--- src/rtl/data_memory_responder_if.sv ---
// Data-memory bus bundle: core access port, comms 4-phase req/ack port and status.
// master = requesters (core + comms processor), slave = data_memory_responder.
interface data_memory_responder_if #(
  parameter int ADDR_WIDTH = 5,
  parameter int DATA_WIDTH = 16
);
  logic [ADDR_WIDTH-1:0] address_rw;
  logic                  memory_write_enable;
  logic [DATA_WIDTH-1:0] data_in;
  logic [DATA_WIDTH-1:0] data_out;
  logic                  core_hold;
  logic                  comms_req;
  logic                  comms_we;
  logic [ADDR_WIDTH-1:0] comms_addr;
  logic [DATA_WIDTH-1:0] comms_wdata;
  logic                  comms_ack;
  logic [DATA_WIDTH-1:0] comms_rdata;
  logic                  busy;

  modport master (
    output address_rw, memory_write_enable, data_in,
    output comms_req, comms_we, comms_addr, comms_wdata,
    input  data_out, core_hold, comms_ack, comms_rdata, busy
  );

  modport slave (
    input  address_rw, memory_write_enable, data_in,
    input  comms_req, comms_we, comms_addr, comms_wdata,
    output data_out, core_hold, comms_ack, comms_rdata, busy
  );
endinterface

--- src/rtl/data_memory_responder.sv ---
// Data-memory responder: single-write-port RAM shared by the core and a comms requester.
// Optional feature macro MEM_CLEAR_EN: zero the whole RAM after every reset release.
module data_memory_responder #(
  parameter int ADDR_WIDTH  = 5,
  parameter int DATA_WIDTH  = 16,
  parameter int STALL_LIMIT = 8
) (
  input  logic                   clk,
  input  logic                   rst,
  data_memory_responder_if.slave bus
);
  localparam int DEPTH = 2 ** ADDR_WIDTH;
  localparam int CNT_W = $clog2(STALL_LIMIT + 1);
  localparam logic [CNT_W-1:0] LIMIT_C = CNT_W'(STALL_LIMIT);

  typedef enum logic [1:0] {
    ST_IDLE  = 2'd0,
    ST_SERVE = 2'd1,
    ST_ACK   = 2'd2,
    ST_CLEAR = 2'd3
  } state_t;

`ifdef MEM_CLEAR_EN
  localparam state_t RESET_STATE = ST_CLEAR;
`else
  localparam state_t RESET_STATE = ST_IDLE;
`endif

  logic [DATA_WIDTH-1:0] mem_r [DEPTH];

  state_t                state_r;
  state_t                state_s;
  logic                  lat_we_r;
  logic [ADDR_WIDTH-1:0] lat_addr_r;
  logic [DATA_WIDTH-1:0] lat_wdata_r;
  logic [CNT_W-1:0]      defer_cnt_r;
  logic                  comms_ack_r;
  logic [DATA_WIDTH-1:0] comms_rdata_r;
  logic                  core_hold_s;
  logic                  comms_wr_s;
  logic                  mem_we_s;
  logic [ADDR_WIDTH-1:0] mem_waddr_s;
  logic [DATA_WIDTH-1:0] mem_wdata_s;

`ifdef MEM_CLEAR_EN
  logic [ADDR_WIDTH-1:0] clr_ptr_r;
  logic                  busy_r;
`endif

  // Next-state, core stall and comms-write decision.
  always_comb begin
    state_s     = state_r;
    core_hold_s = 1'b0;
    comms_wr_s  = 1'b0;
    case (state_r)
      ST_IDLE: begin
        if (bus.comms_req) begin
          state_s = ST_SERVE;
        end else begin
          state_s = ST_IDLE;
        end
      end
      ST_SERVE: begin
        if (!lat_we_r) begin
          state_s = ST_ACK;
        end else if (defer_cnt_r == LIMIT_C) begin
          // Starvation bound reached: steal the port and drop this cycle's core write.
          core_hold_s = 1'b1;
          comms_wr_s  = 1'b1;
          state_s     = ST_ACK;
        end else if (!bus.memory_write_enable) begin
          comms_wr_s = 1'b1;
          state_s    = ST_ACK;
        end else begin
          state_s = ST_SERVE;
        end
      end
      ST_ACK: begin
        if (!bus.comms_req) begin
          state_s = ST_IDLE;
        end else begin
          state_s = ST_ACK;
        end
      end
      ST_CLEAR: begin
`ifdef MEM_CLEAR_EN
        core_hold_s = 1'b1;
        if (clr_ptr_r == ADDR_WIDTH'(DEPTH - 1)) begin
          state_s = ST_IDLE;
        end else begin
          state_s = ST_CLEAR;
        end
`else
        state_s = ST_IDLE;
`endif
      end
      default: begin
        state_s = ST_IDLE;
      end
    endcase
  end

  // Single write port arbitration: clear sweep, then comms write, then core write.
  always_comb begin
    mem_we_s    = 1'b0;
    mem_waddr_s = bus.address_rw;
    mem_wdata_s = bus.data_in;
    if (state_r == ST_CLEAR) begin
`ifdef MEM_CLEAR_EN
      mem_we_s    = 1'b1;
      mem_waddr_s = clr_ptr_r;
      mem_wdata_s = {DATA_WIDTH{1'b0}};
`else
      mem_we_s    = 1'b0;
`endif
    end else if (comms_wr_s) begin
      mem_we_s    = 1'b1;
      mem_waddr_s = lat_addr_r;
      mem_wdata_s = lat_wdata_r;
    end else begin
      mem_we_s    = bus.memory_write_enable & ~core_hold_s;
    end
  end

  // RAM array; never reset, and no writes land while reset is asserted.
  always_ff @(posedge clk) begin
    if (mem_we_s && rst) begin
      mem_r[mem_waddr_s] <= mem_wdata_s;
    end
  end

  // FSM state, comms latch, deferral counter and registered comms outputs.
  always_ff @(posedge clk or negedge rst) begin
    if (!rst) begin
      state_r       <= RESET_STATE;
      lat_we_r      <= 1'b0;
      lat_addr_r    <= {ADDR_WIDTH{1'b0}};
      lat_wdata_r   <= {DATA_WIDTH{1'b0}};
      defer_cnt_r   <= {CNT_W{1'b0}};
      comms_ack_r   <= 1'b0;
      comms_rdata_r <= {DATA_WIDTH{1'b0}};
    end else begin
      state_r     <= state_s;
      comms_ack_r <= (state_s == ST_ACK);
      if (state_r == ST_IDLE && bus.comms_req) begin
        lat_we_r    <= bus.comms_we;
        lat_addr_r  <= bus.comms_addr;
        lat_wdata_r <= bus.comms_wdata;
        defer_cnt_r <= {CNT_W{1'b0}};
      end else if (state_r == ST_SERVE && lat_we_r && !comms_wr_s
                   && defer_cnt_r != LIMIT_C) begin
        defer_cnt_r <= defer_cnt_r + CNT_W'(1);
      end else begin
        defer_cnt_r <= defer_cnt_r;
      end
      // Read samples the pre-edge contents, so a same-edge core write is not seen.
      if (state_r == ST_SERVE && !lat_we_r) begin
        comms_rdata_r <= mem_r[lat_addr_r];
      end else begin
        comms_rdata_r <= comms_rdata_r;
      end
    end
  end

`ifdef MEM_CLEAR_EN
  // Clear sweep pointer and busy flag; reset restarts the sweep from word 0.
  always_ff @(posedge clk or negedge rst) begin
    if (!rst) begin
      clr_ptr_r <= {ADDR_WIDTH{1'b0}};
      busy_r    <= 1'b1;
    end else begin
      busy_r <= (state_s == ST_CLEAR);
      if (state_r == ST_CLEAR) begin
        clr_ptr_r <= clr_ptr_r + ADDR_WIDTH'(1);
      end else begin
        clr_ptr_r <= {ADDR_WIDTH{1'b0}};
      end
    end
  end

  assign bus.busy = busy_r;
`else
  assign bus.busy = 1'b0;
`endif

  assign bus.data_out    = mem_r[bus.address_rw];
  assign bus.core_hold   = core_hold_s;
  assign bus.comms_ack   = comms_ack_r;
  assign bus.comms_rdata = comms_rdata_r;

endmodule

--- src/flat_wrapper.sv ---
// flat-port wrapper written by rule: the top's interface ports become plain ports
module data_memory_responder_flat 
#(
  parameter int ADDR_WIDTH  = 5,
  parameter int DATA_WIDTH  = 16,
  parameter int STALL_LIMIT = 8
)
  (clk, rst, bus_address_rw, bus_memory_write_enable, bus_data_in, bus_comms_req, bus_comms_we, bus_comms_addr, bus_comms_wdata, bus_data_out, bus_core_hold, bus_comms_ack, bus_comms_rdata, bus_busy);
  data_memory_responder_if #(.ADDR_WIDTH(ADDR_WIDTH), .DATA_WIDTH(DATA_WIDTH)) bus_i ();
  input  logic clk;
  input  logic rst;
  input wire logic [$bits(bus_i.address_rw)-1:0] bus_address_rw;
  input wire logic [$bits(bus_i.memory_write_enable)-1:0] bus_memory_write_enable;
  input wire logic [$bits(bus_i.data_in)-1:0] bus_data_in;
  input wire logic [$bits(bus_i.comms_req)-1:0] bus_comms_req;
  input wire logic [$bits(bus_i.comms_we)-1:0] bus_comms_we;
  input wire logic [$bits(bus_i.comms_addr)-1:0] bus_comms_addr;
  input wire logic [$bits(bus_i.comms_wdata)-1:0] bus_comms_wdata;
  output wire logic [$bits(bus_i.data_out)-1:0] bus_data_out;
  output wire logic [$bits(bus_i.core_hold)-1:0] bus_core_hold;
  output wire logic [$bits(bus_i.comms_ack)-1:0] bus_comms_ack;
  output wire logic [$bits(bus_i.comms_rdata)-1:0] bus_comms_rdata;
  output wire logic [$bits(bus_i.busy)-1:0] bus_busy;
  assign bus_i.address_rw = bus_address_rw;
  assign bus_i.memory_write_enable = bus_memory_write_enable;
  assign bus_i.data_in = bus_data_in;
  assign bus_i.comms_req = bus_comms_req;
  assign bus_i.comms_we = bus_comms_we;
  assign bus_i.comms_addr = bus_comms_addr;
  assign bus_i.comms_wdata = bus_comms_wdata;
  assign bus_data_out = bus_i.data_out;
  assign bus_core_hold = bus_i.core_hold;
  assign bus_comms_ack = bus_i.comms_ack;
  assign bus_comms_rdata = bus_i.comms_rdata;
  assign bus_busy = bus_i.busy;
  data_memory_responder #(.ADDR_WIDTH(ADDR_WIDTH), .DATA_WIDTH(DATA_WIDTH), .STALL_LIMIT(STALL_LIMIT)) u_core (.clk(clk), .rst(rst), .bus(bus_i));
endmodule
--- config.mk ---
export PLATFORM = sky130hd
export DESIGN_NAME = data_memory_responder_flat
export DESIGN_NICKNAME = d
export VERILOG_FILES = /design/src/rtl/data_memory_responder_if.sv /design/src/rtl/data_memory_responder.sv /design/src/flat_wrapper.sv
export SDC_FILE = /design/constraint.sdc
export NUM_CORES = 1
export LEC_CHECK = 0
export CAP_MARGIN = 20
export CORE_ASPECT_RATIO = 1.5
export CORE_MARGIN = 4
export CORE_UTILIZATION = 50
export CTS_CLUSTER_DIAMETER = 50
export DETAILED_ROUTE_END_ITERATION = 7
export PLACE_DENSITY = 0.65
export SYNTH_ARGS = -nofsm -noshare
export SYNTH_HDL_FRONTEND = slang
export SYNTH_SLANG_ARGS = --single-unit
--- constraint.sdc ---
create_clock -name clk -period 8.48 [get_ports clk]
set_clock_uncertainty 0.05 [all_clocks]
set_input_delay 1.696 -clock clk [delete_from_list [all_inputs] [get_ports clk]]
set_output_delay 1.696 -clock clk [all_outputs]
set_load 0.02 [all_outputs]
**After elaboration in Yosys (flattened, before gate mapping)**

Memories as Yosys holds them, arrays and structs flattened. A register that Yosys moved wholly into a read port is not among the register bits.
Cells that the tools add are included.

- Flip-flop bits (word level): 29
- Memory bits (writable): 512
- Output and inout bits: 35
- Logic and storage cells: 50
- Memories kept: 1

Memories:

| name | words | width | rd ports | clocked after memory_dff | wr ports | RTL line | text |
|---|---|---|---|---|---|---|---|
| u_core.mem_r | 32 | 16 | 2 | 1 | 1 | data_memory_responder.sv:29 | `logic [DATA_WIDTH-1:0] mem_r [DEPTH];` |

- $add $sub $neg: 1
- Equal/unequal tests: 6
- Multiplexer cells: 23
- Bitwise gates (word level): 2
- Reductions and logical operators: 11

Operator list:

| kind | count |
|---|---|
| 16-bit two-way mux | 2 |
| 1-bit two-way mux | 12 |
| 5-bit two-way mux | 2 |
| 2-bit two-way mux | 4 |
| 4-bit two-way mux | 2 |
| 2-bit one-hot mux with 4 select lines | 1 |
| 2-bit == test, second input constant | 3 |
| 1-bit logical AND | 6 |
| 4-bit by 1-bit adder with 4-bit output, second input constant | 1 |
| 4-bit == test, second input constant | 1 |
| 4-bit != test, second input constant | 1 |
| 1-bit logical NOT | 3 |
| 2-bit by 1-bit == test with 1-bit output, second input constant | 1 |
| 2-bit logical NOT | 1 |
| 2-bit nonzero test | 1 |
| 1-bit bitwise AND | 1 |
| 1-bit inverter | 1 |

**Logic depth before layout (Yosys ltp)**

- Depth in word-level cells: 11
- Gate-level depth with buffers: 8
- Gate-level depth less buffers: 7

**Least setup slack after synthesis**

OpenSTA, ideal clock, no wires.

- Path kind: input to output
- Start point: input bus_address_rw[1]
- End point: output bus_data_out[0]
- Arrival time: 3.549 ns
- Data required time: 6.734 ns
- Path slack: 3.185 ns
- Cell stages on the path: 6
- Path buffers: 3
- Cell sequence: clkbuf_1 -> buf_2 -> buf_1 -> mux4_2 -> mux4_2 -> mux2_2

- Word-level cells in the longest chain between the ends: 1

Ends and longest elaborated chain:

| what | RTL line | text |
|---|---|---|
| start: declaration | flat_wrapper.sv:12 | `input wire logic [$bits(bus_i.address_rw)-1:0] bus_address_rw;` |
| memory 32 x 16 bit | - |  |
| end: declaration | flat_wrapper.sv:19 | `output wire logic [$bits(bus_i.data_out)-1:0] bus_data_out;` |

Every way passes these cells.

**Worst setup path in the final report**

- Start point: input bus_address_rw[0]
- End point: output bus_data_out[15]

Same word-level chain as after synthesis.

==> results.ini <==
[floorplanning]
dieWidth_um=194
initial_core_util=0.503
core_mm2=0.0516
die_area_mm2=0.0557
pin_count=82
die_y_um=287
std_cell_rows=102

[setup_path]
cp.required_ns=6.73
path_cells=clkbuf_8, buf_4, mux4_2, mux4_2, mux2_2, clkdlybuf4s50_1
cp_slowest_cell=clkbuf_8
critPathCaptureType=output pin
reg2reg_slack_ns=4.68
crit_path_frequent_cell=mux4_2
ff2ff_path_depth=5
worstSetupPathDepth=6
max_stage_delay_ns=0.56
critPathKind=in -> out
crit_buf_inv=3
worstPathArrival_ns=4.73
start_kind=primary input
r2r-start=u_core.lat_addr_r[1]
critical_path.reg2reg.endpoint=u_core.mem_r[15][0]
cpLargestDelayFamily=buffers and inverters
path_max_fanout=53

[worst_hold_path]
hold_depth=2
holdPathEnd=u_core.bus.comms_rdata[15]
hold_path.class=reg -> reg
worstHoldStart=u_core.bus.comms_rdata[15]

[power_and_ir_drop]
clockPowerShare=0.293
intPower_uw=5590
total_power_uw=8300
p_seq_frac=0.407
vdd_drop_max_v=0.000214
powerDensity_mw_per_mm2=283
p_comb_frac=0.300
p_leak_uw=0.00962
p_sw_frac=0.326
p_switching_uw=2700

[drt]
via_per_inst=6.63
drt_iter0_drc=1466
drt-total-wl_um=74000
final_antenna_net_count=0
drtPass1Iterations=5
drc=0
vias=15000
wl_per_cell_um=32.7

[sta]
hold_violations=0
min_period_over_period=0.764
drv_slew=0
worst_hold_slack_ns=0.430
fmax_mhz=154
slew_headroom=0.283
setup_viol=0
min_period_ns=6.48
fin_setup_tns_ns=0
worst_pin_slew_ns=1.08
grt_setup_unrepaired=no

[cts]
cts_tree=built
worstSkewPairLatency_ns=0.58
cts_hold_buf=0
cts_root_buf=clkbuf_16
post_cts_buffers=0
clock-sinks=557
htree_levels=2
cts_buffers=53
clkSlewWorstSetupHoldPaths_ns=0.06
cts_buffer_depth=3
ctsResizeCount=0

[yosys]
syn_nets=1544
yosysMostFrequentCell=edfxtp_1
synth_area_leaders=edfxtp_1, mux4_2, mux2i_1, dfrtp_1, a22oi_1
yosys.area.top_type=edfxtp_1
avgSynthCellArea_um2=17.4
synth_edf_count=512
synthFlopType=edfxtp_1
yosys_warnings=0
yosysTopAreaCellShare=0.593
synth.cell_area_mm2=0.0259
synth_cell_types=35
seq_area_frac_synth=0.636
netlist_instances=1495
async_flop_share=0.0808
yosys-top-cells-count=edfxtp_1, mux2i_1, mux4_2
synth_seq_cells=557

[global_routing]
grt-ovfl-total=0
antenna_found_initial=0
met2_usage=0.441
use_met1=0.349
grt_pass1_wl_um=106000
grt_pass1_vias=15300
grt.total_usage=0.261
grt_max_degree=116
grt-busiest-layer=met2
use_met3=0.0321

[placement]
port_buffers=80
place.gp.congestion=0.808
dp_cells=2165
hpwlAfterDp_um=42100

[outcome]
status=finished clean

[layout]
final_cells=2261
diodes=0
drive_above_1_share=0.231
syn_to_final_growth_pct=13.0
finalCoreUtilization=0.569
nNetsFinal=1593

[run]
cap_violations=0

==> how the worst max path moves through the flow <==
stage | from | end
after floorplan | bus_address_rw[1] | bus_data_out[0]
after global placement | bus_address_rw[0] | bus_data_out[15]
after detailed placement | bus_address_rw[0] | bus_data_out[15]
after CTS | bus_address_rw[0] | bus_data_out[15]
after global routing | bus_address_rw[0] | bus_data_out[15]
final | bus_address_rw[0] | bus_data_out[15]
==> metal layers <==
metal / vias to the layer above / routed length (µm)
met5: - / 0
met4: 0 / 3340
met3: 132 / 5150
met2: 710 / 36900
met1: 7890 / 28600
li1: 6266 / -
==> tightest hold or removal path: stages (launching register included) <==
cell	delay [ns]
dfrtp_1	0.34
nand2_1	0.05
o21ai_0	0.06
==> per-stage QoR <==
step	setup WS, ns	instance area [µm²]
final	2.00	29300
after global routing	1.83	29300
after CTS	1.93	29300
after detailed placement	1.94	27600
after floorplan	3.18	25900
after global placement	1.95	27500
==> registers in the layout, indices dropped and copies added, names as in the netlist <==
| register | cells |
|---|---|
| u_core.bus.comms_ack | 1 |
| u_core.bus.comms_rdata | 16 |
| u_core.defer_cnt_r | 4 |
| u_core.lat_addr_r | 5 |
| u_core.lat_wdata_r | 16 |
| u_core.lat_we_r | 1 |
| u_core.mem_r | 512 |
| u_core.state_r | 2 |
==> placed cells by master (no fill, tap or decap), types with 3 or more instances in the layout <==
cell / instances
nand3_1: 3
clkdlybuf4s50_1: 75
bufinv_16: 7
mux4_2: 160
o21ai_0: 18
a21oi_1: 70
nand2_1: 24
a31oi_1: 5
buf_12: 3
nor3_1: 4
clkinvlp_4: 6
inv_1: 6
edfxtp_1: 512
buf_2: 3
clkinv_2: 4
buf_4: 25
nor2_1: 10
clkbuf_8: 7
a21o_1: 3
or4_1: 16
mux2i_1: 260
clkinv_1: 4
clkbuf_1: 14
nor2_4: 31
dfrtp_1: 44
clkbuf_16: 53
mux2_2: 53
a22oi_1: 128
nand2b_1: 8
or2_2: 3
==> cells by family after synthesis <==
kind of cell               count (synthesis)  share of synthesized area
DFF                                      557                      0.636
and+or+nand+nor                          112                     0.0212
other                                      1                   0.000145
AOI/OAI and AO/OA                        227                     0.0570
muxes                                    473                      0.262
adders and majority gates                  2                   0.000964
buffers and inverters                    120                     0.0215
xor gates and xnor gates                   3                    0.00101
==> cell type report <==
| class | instances | area (µm²) |
|---|---|---|
| well taps | 676 | 846 |
| flip-flops and latches | 557 | 16500 |
| clock buffers | 73 | 1460 |
| repair buffers | 108 | 1040 |
| inverters | 6 | 22.5 |
| multi-input cells | 818 | 9150 |
| clock inverters | 23 | 308 |
| fillers | 3936 | 22200 |
==> power groups by stage <==
| stage | sequential (µW) | combinational, µW | clock, µW |
|---|---|---|---|
| after floorplan | 3390 | 1620 | 0 |
| after global placement | 3430 | 2450 | 0 |
| after detailed placement | 3430 | 2480 | 0 |
| after CTS | 3380 | 2490 | 2460 |
| after global routing | 3390 | 2620 | 2570 |
| final | 3380 | 2490 | 2430 |
Note: power is estimated with default switching activity, not from simulation.
